[config.mk]
export PLATFORM = sky130hd
export DESIGN_NAME = fetch_ctrl
export DESIGN_NICKNAME = d
export VERILOG_FILES = /design/src/rtl/fetch_ctrl.sv
export SDC_FILE = /design/constraint.sdc
export NUM_CORES = 1
export LEC_CHECK = 0
export ABC_AREA = 1
export CORE_AREA = 2 2 134 136
export CTS_BUF_LIST = sky130_fd_sc_hd__clkbuf_4 sky130_fd_sc_hd__clkbuf_8
export CTS_CLUSTER_DIAMETER = 80
export DETAILED_ROUTE_END_ITERATION = 8
export DIE_AREA = 0 0 136 138
export PLACE_DENSITY = 0.78
export SETUP_SLACK_MARGIN = 0.3
export SYNTH_ARGS = -nofsm -noshare
export SYNTH_HDL_FRONTEND = slang
export SYNTH_SLANG_ARGS = --single-unit
[constraint.sdc]
create_clock -name clk -period 1.99 [get_ports clk]
set_clock_uncertainty 0.15 [all_clocks]
set_input_delay 0.398 -clock clk [delete_from_list [all_inputs] [get_ports clk]]
set_output_delay 0.398 -clock clk [all_outputs]
set_load 0.005 [all_outputs]
[src/rtl/fetch_ctrl.sv]
// fetch_ctrl: sequential-PC fetch controller packing SS imem responses into one decode bundle.
//   clk, rst (async, active-low)
//   imem_addr/imem_rmask      : single-cycle request strobe (rmask=4'hF) and address
//   imem_rdata/imem_resp      : one-cycle response strobe with instruction word
//   redirect_valid/redirect_pc: flush buffered/in-flight fetches and restart at redirect_pc
//   queue_full                : downstream queue cannot take a bundle this cycle
//   out_push/out_inst/out_pc  : bundle push pulse and slot contents (slot 0 oldest)
module fetch_ctrl #(
    parameter int          SS       = 2,
    parameter logic [31:0] RESET_PC = 32'h6000_0000
) (
    input  logic        clk,
    input  logic        rst,
    output logic [31:0] imem_addr,
    output logic [3:0]  imem_rmask,
    input  logic [31:0] imem_rdata,
    input  logic        imem_resp,
    input  logic        redirect_valid,
    input  logic [31:0] redirect_pc,
    input  logic        queue_full,
    output logic        out_push,
    output logic [31:0] out_inst [SS],
    output logic [31:0] out_pc   [SS]
);
    localparam int CW = $clog2(SS + 1);
    localparam logic [CW-1:0] FULL = CW'(SS);

    typedef enum logic [1:0] {IDLE, WAIT, WAIT_STALE} state_e;

    state_e        state_q, state_d;
    logic [31:0]   pc_q, pc_d;
    logic [CW-1:0] count_q, count_d, idx;
    logic [31:0]   slot_inst_q [SS];
    logic [31:0]   slot_pc_q   [SS];
    logic          push, space, resp_live, capture, issue;

    always_comb begin
        push      = (count_q == FULL) && !queue_full && !redirect_valid;
        space     = (count_q < FULL) || push;
        resp_live = (state_q != IDLE) && imem_resp;
        // A response that finds the bundle full and held is dropped with pc
        // left in place, so that PC is simply refetched once the bundle drains.
        capture   = (state_q == WAIT) && imem_resp && !redirect_valid && space;
        issue     = rst && !redirect_valid && space && ((state_q == IDLE) || resp_live);
        idx       = push ? '0 : count_q;
        pc_d      = redirect_valid ? redirect_pc : capture ? pc_q + 32'd4 : pc_q;
        count_d   = redirect_valid ? '0 : idx + CW'(capture);
        // A redirect with a request still in flight must swallow its response.
        state_d   = redirect_valid ? (((state_q != IDLE) && !imem_resp) ? WAIT_STALE : IDLE)
                  : issue ? WAIT : resp_live ? IDLE : state_q;
    end

    always_ff @(posedge clk or negedge rst) begin
        if (!rst) begin
            state_q <= IDLE;
            pc_q    <= RESET_PC;
            count_q <= '0;
            for (int i = 0; i < SS; i++) begin
                slot_inst_q[i] <= '0;
                slot_pc_q[i]   <= '0;
            end
        end else begin
            state_q <= state_d;
            pc_q    <= pc_d;
            count_q <= count_d;
            for (int i = 0; i < SS; i++) begin
                if (capture && (idx == CW'(i))) begin
                    slot_inst_q[i] <= imem_rdata;
                    slot_pc_q[i]   <= pc_q;
                end
            end
        end
    end

    // Back-to-back issue on a capture cycle already targets the incremented pc.
    assign imem_addr  = capture ? pc_q + 32'd4 : pc_q;
    assign imem_rmask = issue ? 4'hF : 4'h0;
    assign out_push   = push;
    assign out_inst   = slot_inst_q;
    assign out_pc     = slot_pc_q;
endmodule

Word level (Yosys, flattened, before mapping)

Cells that the tools add are included.

Flip-flop bits (word level): 164
Input bits: 69
Output and inout bits: 165

Add/sub/neg operators: 2
Order comparisons: 1
Equality and inequality tests: 3
Multiplexer cells: 9
Reduce and logical (&&, ||, !) cells: 21

Operators with widths:

| operator                                                               | count |
|---|---|
| 32-bit two-way mux                                                     | 2 |
| 32-bit by 3-bit adder with 32-bit output (second input constant)       | 1 |
| 1-bit logical AND                                                      | 12 |
| 2-bit two-way mux                                                      | 6 |
| 2-bit by 1-bit equality test with 1-bit output (second input constant) | 2 |
| 2-bit logical NOT                                                      | 2 |
| 4-bit two-way mux                                                      | 1 |
| 1-bit logical NOT                                                      | 3 |
| 3-bit nonzero test                                                     | 1 |
| 2-bit by 1-bit adder with 2-bit output                                 | 1 |
| 2-bit equality test (second input constant)                            | 1 |
| 1-bit logical OR                                                       | 2 |
| 2-bit less-than comparator (second input constant)                     | 1 |
| 2-bit nonzero test                                                     | 1 |

Logic depth before layout (Yosys ltp)

Gate-level depths: netlist (run 1).

Word-level depth: 8
Depth in mapped cells: 12
Gate-level depth less buffers: 11

Least setup slack after synthesis (run 1)

OpenSTA, ideal clock, no wires.

Kind: input to output
From: in redirect_valid
To: out imem_addr[21]
Arrival: 1421 ps
Data required time: 1442 ps
Path slack: 21 ps
Stages: 9
Cell sequence: buf_6 nor2_1 nand2_1 nand2_2 nand2_2 buf_6 nor2_2 nand3_1 and2_1

Longest elaborated chain between the ends: 5
Elaborated cells between the ends (all ways): 6

RTL lines:

| what                 | line   | RTL |
|---|---|---|
| from (decl)          | 18     | `input logic redirect_valid,` |
| 1-bit logical NOT *  | 38, 43 |  |
| 1-bit logical AND    | 38     | `push = (count_q == FULL) && !queue_full && !redirect_valid;` |
| 1-bit logical OR     | 39     | `space = (count_q < FULL) \|\| push;` |
| 1-bit logical AND *  | 43     | `capture = (state_q == WAIT) && imem_resp && !redirect_valid && space;` |
| 32-bit two-way mux * | 76     | `assign imem_addr = capture ? pc_q + 32'd4 : pc_q;` |
| to (decl)            | 14     | `output logic [31:0] imem_addr,` |

Mark *: on every way between the ends. The rest lies on a longest branch, timed or not.

Worst setup path in the final report (run 1)

From: reg pc_q[15]
To: out imem_addr[21]

Longest elaborated chain between the ends: 2

RTL lines:

| what                                     | line | RTL |
|---|---|---|
| from (decl)                              | 31   | `logic [31:0] pc_q, pc_d;` |
| from (signal assigned)                   | 64   | `pc_q <= pc_d;` |
| 32-bit by 3-bit adder with 32-bit output | 76   |  |
| 32-bit two-way mux                       | 76   |  |

Every way passes these cells.

==> results of run 1 <==
[worst min-delay path: stages]
cell	delay, ps
sky130_fd_sc_hd__buf_6	110
sky130_fd_sc_hd__nand4_1	130
sky130_fd_sc_hd__o21ai_0	90
[flip-flops by register name (all words and copies together) (netlist names)]
| register | count |
|---|---|
| out_pc | 64 |
| out_inst | 64 |
| count_q | 2 |
| pc_q | 32 |
| state_q | 2 |
[routing by layer]
metal,global-route usage,up-vias
li1,-,3719
met1,0.367,4268
met2,0.493,527
met3,0.0539,161
met4,0.0965,0
met5,0,-
[timing repair]
action | 4_1_cts | 5_1_grt
endpoints found under the hold margin | 0 | 5
hold buffers | 0 | 1
resized for setup | 492 | 349
endpoints found under the setup margin | 314 | 288
gates cloned | 22 | 13
setup buffers | 96 | 84
pin swaps | 53 | 61
[metrics by stage]
| step | util | instances | area [µm²] | TNS, ps |
|---|---|---|---|---|
| final | 0.870 | 1613 | 15300 | -78010 |
| after global routing | 0.870 | 1613 | 15300 | -85510 |
| after CTS | 0.749 | 1515 | 13100 | -28730 |
| after detailed placement | 0.621 | 1365 | 10900 | -80690 |
| after global placement | 0.621 | 1365 | 10900 | -76530 |
| after floorplan | - | 838 | 7660 | 0 |
[cells in the mapped netlist]
library cell | n | area (µm²)
sky130_fd_sc_hd__xor2_1 | 11 | 96.3
sky130_fd_sc_hd__nand3_1 | 36 | 180
sky130_fd_sc_hd__xor2_2 | 1 | 16.3
sky130_fd_sc_hd__buf_4 | 7 | 52.6
sky130_fd_sc_hd__ha_1 | 2 | 25.0
sky130_fd_sc_hd__nor2_8 | 1 | 20.0
sky130_fd_sc_hd__nand2_1 | 245 | 920
sky130_fd_sc_hd__buf_6 | 16 | 180
sky130_fd_sc_hd__inv_2 | 2 | 7.51
sky130_fd_sc_hd__o21ai_0 | 69 | 345
sky130_fd_sc_hd__o21ai_2 | 64 | 561
sky130_fd_sc_hd__clkbuf_1 | 17 | 63.8
sky130_fd_sc_hd__and2_1 | 9 | 56.3
sky130_fd_sc_hd__o21ai_1 | 8 | 40.0
sky130_fd_sc_hd__buf_1 | 2 | 7.51
sky130_fd_sc_hd__dfrtp_1 | 162 | 4050
sky130_fd_sc_hd__nor2_2 | 3 | 18.8
sky130_fd_sc_hd__buf_2 | 4 | 20.0
sky130_fd_sc_hd__nand2_2 | 42 | 263
sky130_fd_sc_hd__o22ai_1 | 1 | 6.26
sky130_fd_sc_hd__a21oi_1 | 2 | 10.0
sky130_fd_sc_hd__nand4_1 | 9 | 56.3
sky130_fd_sc_hd__nor2_1 | 28 | 105
sky130_fd_sc_hd__or2_4 | 1 | 8.76
sky130_fd_sc_hd__nor2_4 | 3 | 33.8
sky130_fd_sc_hd__dfstp_2 | 2 | 52.6
sky130_fd_sc_hd__inv_1 | 86 | 323
sky130_fd_sc_hd__nor3_1 | 5 | 25.0
[cell usage in the layout, fill, tap and decap left out, types with 21 or more instances in the layout]
cell,n
sky130_fd_sc_hd__dfrtp_1,162
sky130_fd_sc_hd__nand2_2,51
sky130_fd_sc_hd__buf_4,218
sky130_fd_sc_hd__clkdlybuf4s15_1,59
sky130_fd_sc_hd__buf_2,26
sky130_fd_sc_hd__nand3_1,21
sky130_fd_sc_hd__inv_1,78
sky130_fd_sc_hd__dlymetal6s2s_1,67
sky130_fd_sc_hd__nand2_1,126
sky130_fd_sc_hd__buf_6,55
sky130_fd_sc_hd__o21ai_2,111
sky130_fd_sc_hd__buf_16,21
sky130_fd_sc_hd__clkdlybuf4s50_1,66
sky130_fd_sc_hd__nand2_4,108
[cells by family after synthesis]
family,Yosys count,synth area share
AO/OA/AOI/OAI,144,0.127
XOR/XNOR,12,0.0149
adder cells (fa/ha/maj),2,0.00332
buffers and inverters,134,0.0867
flip-flops,164,0.544
AND/OR/NAND/NOR,382,0.223
[power by group through the flow]
stage,clock (mW),sequential (mW),combinational [mW]
after detailed placement,0,4.55,3.30
final,2.77,4.60,5.19
after CTS,2.68,4.49,3.92
after global placement,0,4.52,3.23
after floorplan,0,4.58,1.14
after global routing,2.90,4.64,5.44
[worst paths after layout]
kind / endpoint / slack (ps)
min in group asynchronous: pc_q[8]$_DFF_PN0_ / 430
hold / removal: state_q[0]$_DFFE_PN0P_ / 130
hold reg to reg: out_pc[12]$_DFFE_PN0P_ / 370
setup reg to reg: out_inst[53]$_DFFE_PN0P_ / -720
max in group asynchronous: state_q[1]$_DFFE_PN0P_ / 370
setup / recovery: imem_addr[21] / -840
[cell type report]
class	count	area share
clock buffers	17	0.0153
clock inverters	15	0.0125
inverters	88	0.0217
multi-input cells	544	0.280
flip-flops and latches	164	0.269
well taps	229	0.0188
repair buffers	556	0.383
==> impl_summary.md, run 1 <==
Critical path
The worst path buffer plus inverter count is 3. The required time reported for the critical path endpoint is 1440 ps. The critical path startpoint is pc_q[15]$_DFF_PN0_. Among the stages of the critical path, the cell type that occurs most often is sky130_fd_sc_hd__nand2_2.

The worst setup path is of the flip-flop to output pin kind. The largest driver fanout on the critical path is 4. The largest individual stage delay along the critical path comes from the cell sky130_fd_sc_hd__dfrtp_1. The number of cells on the critical path is 11.

On the critical path the largest part of the delay comes from simple AND/OR/NAND/NOR gates. The critical path goes through nand2_1, inv_1, nand3_1, nor2_1, nand2_2, nor2_4, buf_6, nand2_2, nand2_2, and2_4, buf_6. The number of cells on the worst reg-to-reg path is 14. The endpoint arrival time on the critical path is 2290 ps. The kind of launch point of the worst setup path is a flip-flop. The worst register-to-register path begins at count_q[0]$_DFF_PN0_.

The largest single stage delay on the critical path is 470 ps. STA classifies the critical path endpoint as an output pin.

Run
The count of max-cap constraint violations is 0.

Floorplan
The height of the die is 138 µm. 234 I/O pins were placed. The effective utilization at floorplan is 0.430.

The floorplan step defined a die boundary enclosing 0.0188 mm². The region available for standard cell placement spans 0.0175 mm². The die extent in x is 136 µm. The initialized floorplan defines 49 standard-cell rows.

Power and ir drop
In this run the static leakage power is 8.36 nW. The sequential power share is 0.366. The net switching component of the power is 4.37 mW. The clock share of power is 0.221.

The switching share of power is 0.348. The internal portion of the total power is 8.19 mW. For this design the ratio of total power to cell area is 823 mW/mm². The highest ir drop seen on vdd is 531 µV. Total power for the finished layout comes to 12.6 mW. The share of total power dissipated in combinational logic is 0.413.

Yosys
The count of different cell masters after synthesis is 28. The warning count from the yosys run is 0. Counting every instance in the synthesized netlist gives 838.

The register bit total from synthesis is 164. The mapped netlist covers 0.00755 mm². The average instance area after synthesis is 9.01 µm². The sequential fraction of the synthesis area is 0.544. The net count after synthesis is 909.

Routing
Detailed routing placed a total of 2.41 mm of wire on met3. After detailed routing, the number of vias per cell comes to 5.38. After detailed routing, no signal wire sits above met4. The met1 wire length is 12.9 mm. In the detailed route, the total length drawn on met2 is 18.6 mm. For this run, design rule violations remaining after detail routing come to 0. The routed layout has 8675 vias.

Summed over all layers, the routed wires come to 36.2 mm. For this run, the detailed router's first-pass iteration total came to 7. The number of nets with antenna violations after detailed routing is 0.

After detailed routing, the average wire length per cell comes to 22.4 µm. The DRC violation total after the first TritonRoute iteration is 650.

Global route
The overall overflow remaining after global route is 0. The aggregate global-route resource usage is 0.288. The first global-routing pass estimated 41.9 mm of wire. The number of antenna violations at the first check in global routing is 0. The via count of the first global-routing pass is 7760. The largest net degree at the start of global routing is 165.

STA
For the pin with the worst max-slew slack, the measured transition is 1040 ps. The max-slew violation total from the final report is 0. The setup-violating endpoint count in the final report is 175.

The final critical path time including I/O delays and setup is 2830 ps. The maximum clock frequency is 353 MHz. The max-slew headroom at the worst pin is 0.304. The hold violation count in the final report was 0. The period utilization is 1.42.

Once routing completed, OpenROAD measured the worst setup slack at -843 ps. Setup repair after global routing could not meet its margin everywhere. The worst hold slack is 133 ps.

Cells and area
Summing all multi-input logic gate instances after layout gives 0.00427 mm². The repair_antennas step left the layout with diodes totalling 0. The area growth from synthesis to layout is 102%.

The sequential cells in the finished layout cover a total of 0.00411 mm². Fill cells in the final layout number 735. In the final layout, the share of cells above drive strength 1 is 0.535. After the last flow step, the layout net total stands at 1442.

Hold path
The count of cells along the worst hold path is 3. The hold path startpoint is rst. The class of the worst hold path is input pin to flip-flop.

CTS
After clock tree synthesis, the clock-pin slew on the worst setup and hold paths is 110 ps. TritonCTS built the clock tree. The clock sink count is 164.

Clock tree synthesis selected as its root buffer the cell sky130_fd_sc_hd__clkbuf_8. The number of buffers inserted during clock tree synthesis is 17. The clock passes through at most 2 buffers. The later pin in the worst-skew pair is clocked with a latency of 480 ps. The H-tree was split into 4 levels.

Place
Routability-driven placement finished with a final weighted congestion of 0.888. The detailed-placement wirelength estimate is 15.0 mm. At the placement stage, the worst setup path has a slack of -890 ps.

The number of port buffers is 233.

Status
The checks that failed: setup timing. The flow ran to the end, but the final reports show violations.
No activity file was read; power rests on OpenSTA's default activity.
==> run 2, diff against run 1 <==
--- a/config.mk
+++ b/config.mk
@@ -6,12 +6,12 @@
 export NUM_CORES = 1
 export LEC_CHECK = 0
 export ABC_AREA = 1
-export CORE_AREA = 2 2 134 136
+export CORE_AREA = 2 2 110 166
 export CTS_BUF_LIST = sky130_fd_sc_hd__clkbuf_4 sky130_fd_sc_hd__clkbuf_8
 export CTS_CLUSTER_DIAMETER = 80
 export DETAILED_ROUTE_END_ITERATION = 8
-export DIE_AREA = 0 0 136 138
-export PLACE_DENSITY = 0.78
+export DIE_AREA = 0 0 112 168
+export PLACE_DENSITY = 0.77
 export SETUP_SLACK_MARGIN = 0.3
 export SYNTH_ARGS = -nofsm -noshare
 export SYNTH_HDL_FRONTEND = slang
==> run 2 against run 1 <==
- the run still ends with setup timing left
- first-iteration DRC count rose by 29%
- clock-buffer cell count rose by 1
- final cell count rose by 3.0%
- sequential cell count did not move
- register-to-register slack got worse by 120 ps
- worst setup slack improved by 1.5 ps
- sequential share of layout area fell by 0.66 points
- sequential power fell by 0.9%
- clock power fell by 7.2%
- global-route usage rose by 4.0 points
- via count rose by 8.5%
- die area rose by 0.26%
==> impl_summary.md, run 2 (synthesis gave the netlist of run 1 again) <==
Floorplan
The initialized floorplan defines 60 standard-cell rows. The core area is 0.0176 mm². In this run the count of I/O pins placed on the die edge is 234. The height of the die is 168 µm. The die area is 0.0188 mm². The die extent in x is 112 µm.

The effective utilization at floorplan is 0.430.

STA
The setup-violating endpoint count in the final report is 177. Across all hold checks on the routed design, the worst slack comes to 245 ps. Static timing analysis puts the maximum clock frequency at 353 MHz. The max-slew violation total from the final report is 0. The smallest clock period supported by the final layout is computed as 2830 ps. The period utilization is 1.42.

The final critical-path setup slack is -842 ps. The max-slew headroom at the worst pin is 0.512. For the final routed database, the setup TNS stands at -60820 ps.

The hold violation count in the final report came to 0. The pin slew with the least headroom to its limit is 732 ps. Setup repair after global routing could not meet its margin everywhere.

Routing
The DRC violation count after routing is 0. Dividing the detail-routed wire length by the instance count gives 24.6 µm. The number of nets with antenna violations after detailed routing is 0. In this run, the number of DRC markers left after iteration 0 of detailed routing was 836. The number of vias in the routed layout is 9415.

Using the TritonRoute via totals, the vias-per-cell ratio works out to 5.66. Summed over all nets, wire length on met2 after detailed routing comes to 20.6 mm. In this run the top signal layer used is met4. The first detailed-routing pass took 5 iterations. The detailed router put a total of 13.0 mm of wire on met1. After detailed routing, the total wire length is 40.9 mm.

The routed length on met3 is 2.98 mm.

Critical path
The cell that appears most often on the critical path is sky130_fd_sc_hd__buf_6. Along the worst path, the maximum fanout reaches 6. Walking the worst path, the cells encountered are inv_2, nor2_2, nand2_2, nand2_2, nand2_4, nor2_4, buf_12, buf_16, buf_6, nand3_2, nand2_2, buf_6, buf_6, buf_6, buf_6, buf_6, buf_6, buf_6, buf_6, buf_6, buf_6, o21ai_2. The type of the worst setup path is flip-flop to flip-flop. The critical path endpoint category is a flip-flop. Broken down by cell family, the worst path's largest delay share belongs to buffers and inverters. The worst path buffer plus inverter count is 14. The number of cells on the worst reg-to-reg path is 22. The endpoint arrival time on the critical path is 3070 ps. In this run the critical register-to-register path is captured at pc_q[26]$_DFF_PN0_.

In this run the critical register-to-register path is launched from count_q[1]$_DFF_PN0_. The largest single stage delay on the critical path is 420 ps. The required time reported for the critical path endpoint is 2220 ps. The critical path's slowest cell is sky130_fd_sc_hd__dfrtp_1. The flop-to-flop setup slack is -840 ps. STA classifies the critical path startpoint as a flip-flop.

Cells and area
The most frequent standard cell in the layout excluding fill and tap cells is sky130_fd_sc_hd__buf_4. The top cell types in the final layout, fill and taps aside, are sky130_fd_sc_hd__buf_4 (230), sky130_fd_sc_hd__dfrtp_1 (159), sky130_fd_sc_hd__nand2_1 (123). The final layout contains 1504 nets. The count of filler cells inserted in the layout is 716. The fraction of layout cells with a size suffix above 1 is 0.561. The layout-stage area growth over the synthesis result is 107%. The number of antenna diodes in the final layout is 0.

Hold path
The path with the worst hold slack has its endpoint at state_q[0]$_DFFE_PN0P_. The count of cells along the worst hold path is 3. The hold path startpoint is rst. The class of the worst hold path is input pin to flip-flop.

Power and ir drop
The highest ir drop seen on vdd is 699 µV. Summed over all cells, the static leakage comes to 7.88 nW. The design draws 12.3 mW. The power density relative to cell area is 787 mW/mm².

CTS
The clock tree root buffer cell is sky130_fd_sc_hd__clkbuf_8. The clock reaches the later pin of the worst-skew pair after 460 ps. The number of buffers inserted during clock tree synthesis is 17.

The number of H-tree levels is 4. The clock tree from TritonCTS is done. The clock-pin slew on the worst setup and hold paths is 110 ps. The clock passes through at most 2 buffers.

For this design, the sink count on the clock tree is 164.

Global route
The aggregate global-route resource usage is 0.329. The via count of the first global-routing pass is 8723. Entering global routing, the biggest net connects 137 pins. The overall overflow remaining after global route is 0. The number of antenna violations at the first check in global routing is 0. The first-pass GRT wire length is 47.7 mm.

Place
Input and output buffers added on the ports amount to 233. The congestion estimate from routability-driven global placement came to 0.907. The worst setup slack after placement is -944 ps. After legalization and detailed placement, the total HPWL measured 15.5 mm.

Status
The checks that failed: setup timing. The flow ran to the end, but the final reports show violations.

Run
Max-cap violations in this run came to 0.
-- run 2: cell count changes in the layout (fill, tap and decap cells not counted), sizes merged --
cell / change
inv: +2
dlymetal6s2s: -67
bufinv: -2
clkinv: -3
clkinvlp: +1
buf: +67
clkdlybuf4s15: +30
clkdlybuf4s50: -2
dlygate4sd2: +35
-- run 2: layout make-up --
| cell class | count | area (µm²) | share of cell area |
|---|---|---|---|
| clock buffers | 18 | 248 | 0.0158 |
| repair buffers | 618 | 6470 | 0.414 |
| clock inverters | 13 | 136 | 0.00871 |
| multi-input cells | 544 | 4080 | 0.261 |
| well taps | 217 | 272 | 0.0173 |
| flip-flops and latches | 164 | 4110 | 0.263 |
| inverters | 88 | 330 | 0.0211 |
-- run 2: repair_timing --
action | 4_1_cts | 5_1_grt
hold endpoints to repair | 147 | 0
pin swaps | 73 | 74
resized for setup | 583 | 315
gates cloned | 33 | 9
hold buffers | 1 | 0
setup endpoints to repair | 312 | 290
buffers inserted | 157 | 77
-- run 2: power by group --
part           switching (mW)  leakage, nW  internal, mW
Combinational            2.32         5.57          2.87
Clock                    1.50        0.188          1.07
Sequential              0.537         2.13          4.02
Total                    4.36         7.88          7.95
-- run 2: stage by stage --
step            util  instance area, µm²  instances
5_1_grt        0.891               15700       1662
6_report       0.891               15700       1662
3_3_place_gp   0.618               10900       1354
3_5_place_dp   0.618               10900       1354
2_1_floorplan      -                7660        838
4_1_cts        0.794               14000       1576
-- run 2: metal layers --
layer / vias to the layer above / track usage
li1: 3851 / -
met2: 742 / 0.611
met1: 4512 / 0.354
met3: 310 / 0.0396
met4: 0 / 0.195
met5: - / 0
-- run 2: worst max path at each step --
stage,startpoint,slack [ps],cells after the start,end
floorplan,redirect_valid,50,10,imem_addr[30]
global placement,redirect_valid,-920,11,imem_addr[31]
detailed placement,redirect_valid,-940,11,imem_addr[31]
CTS,pc_q[10]$_DFF_PN0_,-680,19,pc_q[26]$_DFF_PN0_
global route,count_q[0]$_DFF_PN0_,-920,11,imem_addr[30]
finish,count_q[1]$_DFF_PN0_,-840,22,pc_q[26]$_DFF_PN0_
-- run 2: worst reg2reg max path: stages (launching register included) --
cell	delay (ps)
sky130_fd_sc_hd__dfrtp_1	420
sky130_fd_sc_hd__inv_2	100
sky130_fd_sc_hd__nor2_2	50
sky130_fd_sc_hd__nand2_2	80
sky130_fd_sc_hd__nand2_2	80
sky130_fd_sc_hd__nand2_4	110
sky130_fd_sc_hd__nor2_4	70
sky130_fd_sc_hd__buf_12	130
sky130_fd_sc_hd__buf_16	130
sky130_fd_sc_hd__buf_6	120
sky130_fd_sc_hd__nand3_2	90
sky130_fd_sc_hd__nand2_2	80
sky130_fd_sc_hd__buf_6	120
sky130_fd_sc_hd__buf_6	100
sky130_fd_sc_hd__buf_6	110
sky130_fd_sc_hd__buf_6	110
sky130_fd_sc_hd__buf_6	100
sky130_fd_sc_hd__buf_6	100
sky130_fd_sc_hd__buf_6	110
sky130_fd_sc_hd__buf_6	100
sky130_fd_sc_hd__buf_6	110
sky130_fd_sc_hd__buf_6	100
sky130_fd_sc_hd__o21ai_2	110
